**src/rtl/kbd_pkg.sv**
```systemverilog
`default_nettype none
// ============================================================================
// Module   : kbd_pkg
// Brief    : Shared constants and RX state type for the PS/2 keyboard responder.
// Revision : 1.0 - initial release
// ============================================================================
package kbd_pkg;

    localparam logic [11:0] c_BASE_HI    = 12'h003;

    localparam logic [1:0]  c_REG_DATA   = 2'd0;
    localparam logic [1:0]  c_REG_STATUS = 2'd1;

    localparam int          c_ST_NEMPTY  = 0;
    localparam int          c_ST_OVF     = 1;
    localparam int          c_ST_PERR    = 2;
    localparam int          c_ST_FERR    = 3;
    localparam int          c_ST_TOUT    = 4;
    localparam int          c_ST_CNT_LSB = 8;

    typedef enum logic [1:0] {
        IDLE   = 2'd0,
        DATA   = 2'd1,
        PARITY = 2'd2,
        STOP   = 2'd3
    } rx_state_t;

endpackage
`default_nettype wire

```
**src/rtl/ps2_rx_frame.sv**
```systemverilog
`default_nettype none
// ============================================================================
// Module   : ps2_rx_frame
// Brief    : PS/2 device-to-host frame receiver (sync, edge detect, frame FSM).
//            Optional inactivity abort enabled by defining PS2_TIMEOUT_EN.
// Revision : 1.0 - initial release
// ============================================================================
module ps2_rx_frame
    import kbd_pkg::*;
#(
    parameter int TIMEOUT_CYC = 50000
) (
    input  logic       clock,
    input  logic       reset,
    input  logic       ps2_clk,
    input  logic       ps2_data,
    output logic       byte_vld,
    output logic [7:0] rx_byte,
    output logic       perr,
    output logic       ferr,
    output logic       tout
);

    if (TIMEOUT_CYC < 1) begin : g_bad_timeout
        $error("ps2_rx_frame: TIMEOUT_CYC must be >= 1");
    end

    logic [1:0] r_clk_s;
    logic [1:0] r_dat_s;
    logic       r_clk_prev;
    logic       w_sample;
    logic       w_bit;

    always_ff @(posedge clock or negedge reset) begin
        if (!reset) begin
            r_clk_s    <= 2'b11;
            r_dat_s    <= 2'b11;
            r_clk_prev <= 1'b1;
        end else begin
            r_clk_s    <= {r_clk_s[0], ps2_clk};
            r_dat_s    <= {r_dat_s[0], ps2_data};
            r_clk_prev <= r_clk_s[1];
        end
    end

    // Device changes data on the rising edge, so the falling edge is the stable sample point.
    assign w_sample = r_clk_prev & ~r_clk_s[1];
    assign w_bit    = r_dat_s[1];

    rx_state_t  r_state;
    logic [2:0] r_bitcnt;
    logic [7:0] r_shift;
    logic       r_perr_pend;

`ifdef PS2_TIMEOUT_EN
    localparam int c_TCNT_W = $clog2(TIMEOUT_CYC + 1);
    logic [c_TCNT_W-1:0] r_tcnt;
`else
    assign tout = 1'b0;
`endif

    always_ff @(posedge clock or negedge reset) begin
        if (!reset) begin
            r_state     <= IDLE;
            r_bitcnt    <= 3'd0;
            r_shift     <= 8'h00;
            r_perr_pend <= 1'b0;
            byte_vld    <= 1'b0;
            rx_byte     <= 8'h00;
            perr        <= 1'b0;
            ferr        <= 1'b0;
`ifdef PS2_TIMEOUT_EN
            tout        <= 1'b0;
            r_tcnt      <= c_TCNT_W'(TIMEOUT_CYC);
`endif
        end else begin
            byte_vld <= 1'b0;
            perr     <= 1'b0;
            ferr     <= 1'b0;
`ifdef PS2_TIMEOUT_EN
            tout     <= 1'b0;
`endif
            if (w_sample) begin
`ifdef PS2_TIMEOUT_EN
                r_tcnt <= c_TCNT_W'(TIMEOUT_CYC);
`endif
                case (r_state)
                    IDLE: begin
                        if (!w_bit) begin
                            r_state  <= DATA;
                            r_bitcnt <= 3'd0;
                        end
                    end
                    DATA: begin
                        r_shift  <= {w_bit, r_shift[7:1]};
                        r_bitcnt <= r_bitcnt + 3'd1;
                        if (r_bitcnt == 3'd7) begin
                            r_state <= PARITY;
                        end
                    end
                    PARITY: begin
                        r_perr_pend <= ~(^{r_shift, w_bit});
                        r_state     <= STOP;
                    end
                    STOP: begin
                        r_state <= IDLE;
                        if (w_bit && !r_perr_pend) begin
                            byte_vld <= 1'b1;
                            rx_byte  <= r_shift;
                        end
                        ferr <= ~w_bit;
                        perr <= r_perr_pend;
                    end
                    default: r_state <= IDLE;
                endcase
            end
`ifdef PS2_TIMEOUT_EN
            else if (r_state != IDLE) begin
                if (r_tcnt <= c_TCNT_W'(1)) begin
                    r_state <= IDLE;
                    tout    <= 1'b1;
                end else begin
                    r_tcnt <= r_tcnt - c_TCNT_W'(1);
                end
            end
`endif
        end
    end

endmodule
`default_nettype wire

```
**src/rtl/ps2_kbd_resp.sv**
```systemverilog
`default_nettype none
// ============================================================================
// Module   : ps2_kbd_resp
// Brief    : CPU read responder for the PS/2 keyboard: scancode FIFO plus
//            DATA/STATUS registers. Define PS2_TIMEOUT_EN for frame timeout.
// Revision : 1.0 - initial release
// ============================================================================
module ps2_kbd_resp
    import kbd_pkg::*;
#(
    parameter int          FIFO_DEPTH  = 16,
    parameter int          TIMEOUT_CYC = 50000,
    parameter logic [11:0] BASE_HI     = c_BASE_HI
) (
    input  logic        clock,
    input  logic        reset,
    input  logic        ps2_clk,
    input  logic        ps2_data,
    input  logic [31:0] rdaddr,
    input  logic        rden,
    output logic [31:0] rddata
);

    if (FIFO_DEPTH < 2 || FIFO_DEPTH > 256 || (FIFO_DEPTH & (FIFO_DEPTH - 1)) != 0) begin : g_bad_depth
        $error("ps2_kbd_resp: FIFO_DEPTH must be a power of 2 in 2..256");
    end

    localparam int c_AW = $clog2(FIFO_DEPTH);
    localparam int c_CW = c_AW + 1;

    logic       w_rx_vld;
    logic [7:0] w_rx_byte;
    logic       w_perr_evt;
    logic       w_ferr_evt;
    logic       w_tout_evt;

    ps2_rx_frame #(
        .TIMEOUT_CYC (TIMEOUT_CYC)
    ) u_rx (
        .clock    (clock),
        .reset    (reset),
        .ps2_clk  (ps2_clk),
        .ps2_data (ps2_data),
        .byte_vld (w_rx_vld),
        .rx_byte  (w_rx_byte),
        .perr     (w_perr_evt),
        .ferr     (w_ferr_evt),
        .tout     (w_tout_evt)
    );

    logic [7:0]      r_mem [FIFO_DEPTH];
    logic [c_AW-1:0] r_wr_ptr;
    logic [c_AW-1:0] r_rd_ptr;
    logic [c_CW-1:0] r_count;
    logic            r_ovf;
    logic            r_perr;
    logic            r_ferr;
    logic            r_tout;

    logic            w_sel;
    logic [1:0]      w_off;
    logic            w_empty;
    logic            w_full;
    logic            w_pop;
    logic            w_push;
    logic            w_ovf_evt;
    logic            w_stat_rd;
    logic [31:0]     w_status;
    logic            w_unused;

    assign w_sel     = rden && (rdaddr[31:20] == BASE_HI);
    assign w_off     = rdaddr[3:2];
    assign w_empty   = (r_count == '0);
    assign w_full    = (r_count == c_CW'(FIFO_DEPTH));
    assign w_pop     = w_sel && (w_off == c_REG_DATA) && !w_empty;
    // A pop in the same cycle frees the slot, so a full FIFO can still accept.
    assign w_push    = w_rx_vld && (!w_full || w_pop);
    assign w_ovf_evt = w_rx_vld && w_full && !w_pop;
    assign w_stat_rd = w_sel && (w_off == c_REG_STATUS);
    assign w_unused  = ^{rdaddr[19:4], rdaddr[1:0]};

    always_comb begin
        w_status                                = 32'h0;
        w_status[c_ST_NEMPTY]                   = !w_empty;
        w_status[c_ST_OVF]                      = r_ovf;
        w_status[c_ST_PERR]                     = r_perr;
        w_status[c_ST_FERR]                     = r_ferr;
        w_status[c_ST_TOUT]                     = r_tout;
        w_status[c_ST_CNT_LSB +: 8]             = 8'(r_count);
    end

    always_ff @(posedge clock) begin
        if (w_push) begin
            r_mem[r_wr_ptr] <= w_rx_byte;
        end
    end

    always_ff @(posedge clock or negedge reset) begin
        if (!reset) begin
            r_wr_ptr <= '0;
            r_rd_ptr <= '0;
            r_count  <= '0;
        end else begin
            if (w_push) begin
                r_wr_ptr <= r_wr_ptr + c_AW'(1);
            end
            if (w_pop) begin
                r_rd_ptr <= r_rd_ptr + c_AW'(1);
            end
            case ({w_push, w_pop})
                2'b10:   r_count <= r_count + c_CW'(1);
                2'b01:   r_count <= r_count - c_CW'(1);
                default: r_count <= r_count;
            endcase
        end
    end

    // Sticky flags: a STATUS read clears them, but an event in that same cycle survives.
    always_ff @(posedge clock or negedge reset) begin
        if (!reset) begin
            r_ovf  <= 1'b0;
            r_perr <= 1'b0;
            r_ferr <= 1'b0;
            r_tout <= 1'b0;
        end else if (w_stat_rd) begin
            r_ovf  <= w_ovf_evt;
            r_perr <= w_perr_evt;
            r_ferr <= w_ferr_evt;
            r_tout <= w_tout_evt;
        end else begin
            r_ovf  <= r_ovf  | w_ovf_evt;
            r_perr <= r_perr | w_perr_evt;
            r_ferr <= r_ferr | w_ferr_evt;
            r_tout <= r_tout | w_tout_evt;
        end
    end

    always_ff @(posedge clock or negedge reset) begin
        if (!reset) begin
            rddata <= 32'h0;
        end else if (w_sel) begin
            case (w_off)
                c_REG_DATA:   rddata <= w_empty ? 32'h0 : {24'h0, r_mem[r_rd_ptr]};
                c_REG_STATUS: rddata <= w_status;
                default:      rddata <= 32'h0;
            endcase
        end
    end

endmodule
`default_nettype wire
```
**config.mk**
```make
export PLATFORM = sky130hd
export DESIGN_NAME = ps2_kbd_resp
export DESIGN_NICKNAME = d
export VERILOG_FILES = /design/src/rtl/kbd_pkg.sv /design/src/rtl/ps2_rx_frame.sv /design/src/rtl/ps2_kbd_resp.sv
export SDC_FILE = /design/constraint.sdc
export NUM_CORES = 1
export LEC_CHECK = 0
export ABC_CLOCK_PERIOD_IN_PS = 3800
export CAP_MARGIN = 10
export CORE_MARGIN = 2
export CORE_UTILIZATION = 45
export DETAILED_ROUTE_END_ITERATION = 16
export PLACE_DENSITY = 0.7
export SLEW_MARGIN = 30
export SYNTH_ARGS = -nofsm -noshare
export SYNTH_HDL_FRONTEND = slang
export SYNTH_SLANG_ARGS = --single-unit
export TNS_END_PERCENT = 100
```
**constraint.sdc**
```tcl
create_clock -name clock -period 3.8 [get_ports clock]
set_input_delay 0.95 -clock clock [delete_from_list [all_inputs] [get_ports clock]]
set_output_delay 0.95 -clock clock [all_outputs]
set_load 0.05 [all_outputs]
```
==> reports/metrics.yaml <==
synth_area_sq_mm: 0.007745
layout_commonest_cell: "edfxtp_1"
via_per_inst: 5.414
grt_pass1_vias: 4098
clock_skew_ns: 0.009210
wire_per_inst_um: 18.45
crit_chain: "clkdlybuf4s50_1, nor4_1, nand4b_1, buf_4, o21ai_2, nand3_1, nor3_1, buf_4"
hold_viol_final: 0
cpPeakStageDelay_ns: 0.39
drtAntennaViolNets: 0
ys_ff_latch: 187
antenna_cells: 0
yosys.area_share.simple_pct: 5.040
slew_violations: 0
crit_path_frequent_cell: "buf_4"
fin_nets: 567
drive_above_1_share_pct: 21.63
gp_congestion: 0.7952
synth_top_family_by_area: "multiplexers"
slew-limit-headroom_pct: 43.79
rsz0062_at_grt: "false"
cp-start-kind: "input port"
slowest_stage: "clkdlybuf4s50_1"
crit_type: "input port to flip-flop"
synth-edff-count: 128
critical_path.endpoint_type: "flip-flop"
cp.arrival_ns: 3.28
clk_latency_ns: 0.43
drtPass1Iterations: 5
grt_max_degree: 43
p_leak_nw: 3.289
worst_slew_pin_slew_ns: 0.8431
cts_buffers: 17
core.rowCount: 47
post_cts_resized: 0
ys.flop_type: "edfxtp_1"
yosysSeqAreaShare_pct: 68.77
postSynth.asyncResetShare_pct: 31.55
synth_fa_ha_area_share_pct: 2.520
drt_wl_total_um: 13780
maxCapViolations: 0
ys.warnings.count: 0
syn2layout_area_growth_pct: 15.15
start_util_pct: 46.37
fin_crit_sh_pct: 82.98
antenna_found_initial: 0
h-tree-depth: 4
gr-total-overflow: 0
hpwl_um: 9396
critPathMaxFanout: 28
cp.required_ns: 3.93
vias: 4044
holdBufCountCts: 0
holdWs_ns: 0.3587
die_h_um: 135.2
cts_tree: "done"
portBuffers: 31
period_minus_slack_ns: 3.153
ys_types: 51
clockBufferDepth: 2
synthXorXnorAreaFrac_pct: 2.149
dieWidth_um: 135.2
drc: 0
grt.total_usage_pct: 16.36
clk_pin_slew_ns: 0.06
io_pins: 69
post_cts_buffers: 0
cts_sinks: 187
setup_viol: 0
drt_iter0_markers: 303
core_area_sq_mm: 0.01670
clock.fmax_mhz: 317.1
power_density_mw_per_mm2: 545.7
critical-path-top-delay-family: "simple AND/OR/NAND/NOR gates"
final_cell_mix: "128 x edfxtp_1, 52 x dfrtp_1, 30 x mux4_2, 30 x clkdlybuf4s50_1, 27 x nand2_1"
status: "completed"
grt_pass1_wl_um: 22230
cts-root-buf: "clkbuf_16"
crit_buf_inv: 3
die_area_sq_mm: 0.01828
setup_tns_ns: 0
synthCells: 462
min_path_type: "flip-flop to flip-flop"
irDropWorstVdd_v: 0.0004080
synth_compound_area_share_pct: 5.218
syn_avg_cell_area_sq_um: 16.76
synthMuxAreaShare_pct: 12.94
-- worst register-to-register path: cells and delay by family, from the launching register on --
kind            cells  cell delay (ns)
simple gates        2             0.71
mux                 1             0.28
xor+xnor            1             0.16
fa+ha+maj           1             0.40
flops               1             0.47
compound gates      3             0.74
buf+inv             1             0.17
-- state kept, by name (all words and copies together) (netlist names) --
signal            cells
u_rx.byte_vld         1
r_count               5
u_rx.r_bitcnt         3
u_rx.r_shift          8
u_rx.r_dat_s          2
u_rx.r_clk_s          2
rddata               13
r_mem               128
u_rx.rx_byte          8
u_rx.r_clk_prev       1
u_rx.ferr             1
r_perr                1
r_ovf                 1
r_wr_ptr              4
u_rx.perr             1
u_rx.r_state          2
r_ferr                1
u_rx.r_perr_pend      1
r_rd_ptr              4
-- final timing paths --
check	start	to	slack, ns	cells past startpoint
setup reg to reg	r_count[0]	r_count[4]	0.79	9
hold / removal	u_rx.r_dat_s[0]	u_rx.r_dat_s[1]	0.36	0
max in group asynchronous	reset	u_rx.rx_byte[4]	2.72	2
min in group asynchronous	reset	u_rx.r_state[1]	0.51	1
hold reg to reg	u_rx.r_dat_s[0]	u_rx.r_dat_s[1]	0.36	0
setup / recovery	rdaddr[23]	r_mem[0][4]	0.65	8
-- per-layer routing --
layer  vias to the layer above  share of wire (%)  GRT usage, %
li1                       1841                  -             -
met1                      2051                 41         21.34
met2                       127                 51         26.73
met3                        25                6.4         4.115
met4                         0                2.1         6.192
met5                         -                  0             0
-- final cells by class --
class / count / area, sq um
tap: 220 / 275.3
clock inverter: 7 / 92.59
clock buffer: 24 / 481.7
multi-input combinational: 248 / 2230
inverter: 6 / 22.52
timing repair buffer: 55 / 488.0
fill: 1324 / 7782
sequential: 187 / 5329
-- cell families (layout without fill, tap and decap cells) --
kind of cell | Yosys count | after routing
and+or+nand+nor | 79 | 79
adders and majority gates | 15 | 15
AOI/OAI and AO/OA | 57 | 57
muxes | 59 | 59
buffers and inverters | 45 | 92
DFF | 187 | 187
xor gates and xnor gates | 19 | 19
other | 1 | 19
-- power breakdown --
part	switching (mW)	internal [mW]	total (mW)
Sequential	0.227	2.41	2.64
Clock	0.693	1.02	1.71
Combinational	0.262	0.255	0.517
Total	1.18	3.69	4.87
-- stage by stage --
| step | cells | power [mW] | utilization (%) | worst slack, ns | area (sq um) |
|---|---|---|---|---|---|
| 3_3_place_gp | 716 | 3.148 | 49.95 | 0.2399 | 8342 |
| 6_report | 747 | 4.867 | 53.40 | 0.6468 | 8919 |
| 2_1_floorplan | 480 | 3.016 | - | 0.4798 | 7812 |
| 4_1_cts | 747 | 4.902 | 53.39 | 0.6126 | 8916 |
| 5_1_grt | 747 | 5.078 | 53.40 | 0.3937 | 8919 |
| 3_5_place_dp | 716 | 3.199 | 49.95 | 0.1745 | 8342 |
-- Yosys cell counts, types with 3 or more instances --
cell type	number	area, sq um
buf_1	3	11.26
a21oi_1	9	45.04
dfrtp_1	54	1351
mux2_2	19	214.0
a22oi_1	14	105.1
nand2_1	27	101.4
xor2_1	5	43.79
o21ai_0	8	40.04
a211o_1	3	26.28
nor3_1	7	35.03
xnor2_1	14	122.6
buf_4	19	142.6
a21o_1	4	30.03
dfstp_2	5	131.4
clkbuf_1	9	33.78
a32o_1	3	30.03
buf_2	6	30.03
ha_1	14	175.2
nor2_1	20	75.07
inv_1	6	22.52
nand3_1	5	25.02
mux2i_1	9	90.09
mux4_2	30	675.7
edfxtp_1	128	3844
nand2b_1	3	18.77
a22o_1	7	61.31
nor2b_1	3	18.77
(Power assumes the default switching activity.)
==> edit 1: new RTL, config.mk and constraints unchanged <==
Put one more register stage on the output `rddata`. The value now appears one clock later.
--- a/src/rtl/ps2_kbd_resp.sv
+++ b/src/rtl/ps2_kbd_resp.sv
@@ -21,4 +21,6 @@
     output logic [31:0] rddata
 );
+
+    logic [31:0] rddata_s0;
 
     if (FIFO_DEPTH < 2 || FIFO_DEPTH > 256 || (FIFO_DEPTH & (FIFO_DEPTH - 1)) != 0) begin : g_bad_depth
@@ -138,14 +140,18 @@
     always_ff @(posedge clock or negedge reset) begin
         if (!reset) begin
-            rddata <= 32'h0;
+            rddata_s0 <= 32'h0;
         end else if (w_sel) begin
             case (w_off)
-                c_REG_DATA:   rddata <= w_empty ? 32'h0 : {24'h0, r_mem[r_rd_ptr]};
-                c_REG_STATUS: rddata <= w_status;
-                default:      rddata <= 32'h0;
+                c_REG_DATA:   rddata_s0 <= w_empty ? 32'h0 : {24'h0, r_mem[r_rd_ptr]};
+                c_REG_STATUS: rddata_s0 <= w_status;
+                default:      rddata_s0 <= 32'h0;
             endcase
         end
     end
 
+    always_ff @(posedge clock) begin
+        rddata <= rddata_s0;
+    end
+
 endmodule
 `default_nettype wire
Behaviour: no difference found for any inputs over 10 cycles, from zero or initial values and one cycle with reset low; that may be too few to reach the edited logic, so the function may still have changed.
==> edit 1 against the unedited design <==
Critical path depth increased by 1. Sequential cell count up 13. Area after synthesis rose by 3.4%. Design area grew 3.5%. Total power increased by 4.7%. Maximum frequency grew 1.3%. Wire length increased by 1.8%. Worst setup slack better by 42 ps. Clock skew rose by 2.8 ps.
==> edit 1: results (changes against the unedited design) <==
* Switch Pwr at 0.00121 W (+2.1%)
* DP Cell Count at 733 (+2.4%)
* Crit path max fanout at 3 (-89%)
* Comb power frac at 9.9% (-0.7 points)
* Worst Tran Pin Value at 858 ps (+15.0 ps)
* Crit path DAT at 3460 ps (+180 ps)
* Via Count at 4103 (+1.5%)
* Clock group at 0.00181 W (+6%)
* Post-synthesis sequential area ratio at 69.8% (+1.0 points)
* Clk cell area share at 6.78% (+0.34 points)
* FF-to-FF End: r_count[4]
* Status: complete, no violations
* Clk_skew at 12.0 ps (+2.82 ps)
* DRT iter0 DRCs at 383 (+26%)
* Multiplexer share of the synthesized area at 12.5% (-0.42 points)
* Xor-xnor portion of the synthesized cell area at 2.08% (-0.070 points)
* Clkbuf count at 29 (+21%)
* R2R Setup Slk at 770 ps (-20 ps)
* Largest cells by area after synthesis: edfxtp_1 (48%), dfrtp_1 (17%), mux4_2 (8.4%)
* Nets at 579 (+2.1%)
* Worst min-delay path startpoint: u_rx.r_clk_s[0]
* Adder-cell share of the synthesized area at 2.44% (-0.082 points)
* Part of the power in the clock network at 35.6% (+0.5 points)
* Worst Hold Path EP: u_rx.r_clk_s[1]
* Cell count after synthesis at 475 (+2.8%)
* Non-CTS buffers at 54 (-1.8%)
* Top Registers: r_mem: 128 flops, rddata: 13 flops, rddata_s0: 13 flops
* Worst hold slack at 356 ps (-2.37 ps)
* Pleak at 3.41 nW (+3.8%)
* Worst slack at placement at 244 ps (+69.5 ps)
* Multi-input combinational area share at 24.2% (-0.83 points)
* Filler instances at 1344 (+1.5%)
* Buffer share of cell area at 5.18% (-0.29 points)
* Detailed Place HPWL at 9400 microns (about the same)
* Layout cell share with drive strength beyond 1 at 21.3% (-0.34 points)
* First-pass GRT wire length at 22600 microns (+1.5%)
* Largest net degree at the start of global routing at 40 (-7.0%)
* Critical R2R Launch: r_count[1]
* Placer Congestion at 0.778 (-2.1%)
* Asr flop ratio synth at 29.5% (-2.1 points)
* DR pass1 iterations at 4 (-1)
==> edit 1: per-layer routing <==
metal / wire length [microns] / vias to the layer above / GRT usage (%)
li1: - / 1872 / -
met1: 6130 / 2098 / 21.9
met2: 6970 / 120 / 26.1
met3: 742 / 13 / 4.01
met4: 206 / 0 / 5.61
met5: 0 / - / 0
==> edit 1: worst max-delay path by stage <==
stage | end | startpoint | slack [ps]
2_1_floorplan | r_count[4] | rdaddr[23] | 480
3_3_place_gp | r_count[4] | rdaddr[27] | 320
3_5_place_dp | r_count[4] | rdaddr[27] | 240
4_1_cts | r_count[4] | rdaddr[27] | 680
5_1_grt | r_count[4] | rdaddr[23] | 540
6_report | r_count[4] | rdaddr[27] | 690
==> edit 1: worst max-delay path, stage by stage <==
cell and delay, ps:
clkdlybuf4s50_1 410, nor4b_2 280, nand4b_1 210, nor3_1 340
ha_1 330, a21o_1 200, a21oi_1 300, mux2i_4 290
xor2_1 150
==> edit 2: new RTL, config.mk and constraints unchanged <==
Made on the original files. Add a define of `PS2_TIMEOUT_EN`.
--- a/src/rtl/ps2_rx_frame.sv
+++ b/src/rtl/ps2_rx_frame.sv
@@ -6,4 +6,6 @@
 // Revision : 1.0 - initial release
 // ============================================================================
+`define PS2_TIMEOUT_EN
+
 module ps2_rx_frame
     import kbd_pkg::*;
Check against the original RTL: same outputs for any inputs over 10 cycles, from zero or initial values and one cycle with reset low; that may be too few to reach the edited logic, so the function may still have changed.
==> edit 2 against the unedited design <==
Total power increased by 11%. Sequential cell count increased by 18. Wire length increased by 25%. Count of clock-buffer cells in the layout increased by 7. Worst hold slack got worse by 3.5 ps. Clock skew increased by 1.3 ps. Synthesized cell count increased by 33%. Design area increased by 16%. Non-clock buffer count unchanged. Critical path depth increased by 3. Core utilization decreased by 0.62 points. Area after synthesis increased by 16%. Worst setup slack got worse by 110 ps.
==> edit 2: results (changes against the unedited design) <==
* Status: complete, no violations
* Pleak at 3.79 nW (+15%)
* GRT Overall Usage at 16.3% (about the same)
* Wire length on met3 at 904 microns (+2.3%)
* Filler instances at 1590 (+20%)
* Critical R2R Launch: r_count[1]
* Max rail drop VDD at 0.262 mV (-36%)
* Non-clock inverter count at 17 (+11)
* Clk cell area share at 6.91% (+0.47 points)
* Crit path DAT at 3680 ps (+400 ps)
* Reg area at 5790 sq um (+8.6%)
* Worst min-delay path startpoint: u_rx.r_clk_s[0]
* Metal-1 WL at 7490 microns (+34%)
* Cts bufs inserted at 22 (+5)
* Post-synthesis sequential area ratio at 64.4% (-4.3 points)
* Clk sinks at 205 (+9.6%)
* Synth Area in Compound Gates at 7.69% (+2.5 points)
* Die ar. at 21100 sq um (+15%)
* Placer Congestion at 0.796 (about the same)
* Clk_skew at 10.5 ps (+1.32 ps)
* Slowest stage delay, CP at 420 ps (+30 ps)
* Area after DPL at 9590 sq um (+15%)
* Met1 Use GR at 21.9% (+0.60 points)
* Worst hold slack at 355 ps (-3.49 ps)
* Via Count at 5099 (+26%)
* Met2 global-route usage at 27.6% (+0.82 points)
* Vias in the first global route at 5195 (+27%)
* Slew margin rel. at 46.0% (+2.2 points)
* Adder-cell share of the synthesized area at 2.45% (-0.067 points)
* Xor-xnor portion of the synthesized cell area at 2.54% (+0.39 points)
* Via density at 5.40 (-0.22%)
* Detailed Place HPWL at 11600 microns (+23%)
* Nets at 717 (+26%)
* Wire length on met2 at 8580 microns (+22%)
* Largest net degree at the start of global routing at 78 (+81%)
* Largest cells by area after synthesis: edfxtp_1 (43%), dfrtp_1 (18%), mux2i_1 (4.3%)
* Worst Hold Path EP: u_rx.r_clk_s[1]
* Bufs on Longest Clock Path at 3 (+1)
* Asr flop ratio synth at 37.6% (+6.0 points)
* Avg Cell Area, Syn at 14.6 sq um (-13%)
* Met3 usage at 2.55% (-1.6 points)
* DRT iter0 DRCs at 439 (+45%)
* Library cells used by synthesis at 64 (+25%)
* Worst slack at placement at -22.1 ps (-197 ps)
* Top Registers: r_mem: 128 flops, u_rx.r_tcnt: 16 flops, rddata: 13 flops
* Buffer share of cell area at 4.89% (-0.58 points)
* Total Wirelength at 17300 microns (+25%)
* R2R cell count at 10 (+1)
* Synth cell count leaders: edfxtp_1 (128), dfrtp_1 (66), mux2i_1 (39)
## edit 2: changes by cell type in the layout (fill, tap and decap cells not counted), sizes merged, moves of 6 or more
cell / unedited run / this run
xnor2: 14 / 23
inv: 7 / 17
or3: 1 / 9
a21oi: 9 / 19
dfstp: 5 / 11
clkbuf: 24 / 31
mux2i: 10 / 39
dfrtp: 54 / 66
a221oi: 0 / 7
o21ai: 10 / 23
nor2: 20 / 31
mux4: 30 / 17
## edit 2: worst max-delay path by stage
stage	from	to	slack [ps]	cells past startpoint
after floorplan	rdaddr[23]	r_count[4]	350	11
after CTS	rdaddr[28]	r_count[4]	490	11
after detailed placement	rdaddr[28]	r_count[4]	-20	11
after global placement	rdaddr[28]	r_count[4]	80	11
final	rdaddr[27]	r_count[4]	540	11
after global routing	rdaddr[27]	r_count[4]	350	11
## edit 2: where the power goes
group	switching [W]	leakage (nW)	internal (W)
combinational	0.000320	1.26	0.000284
sequential	0.000178	2.18	0.00255
clock	0.000829	0.357	0.00122
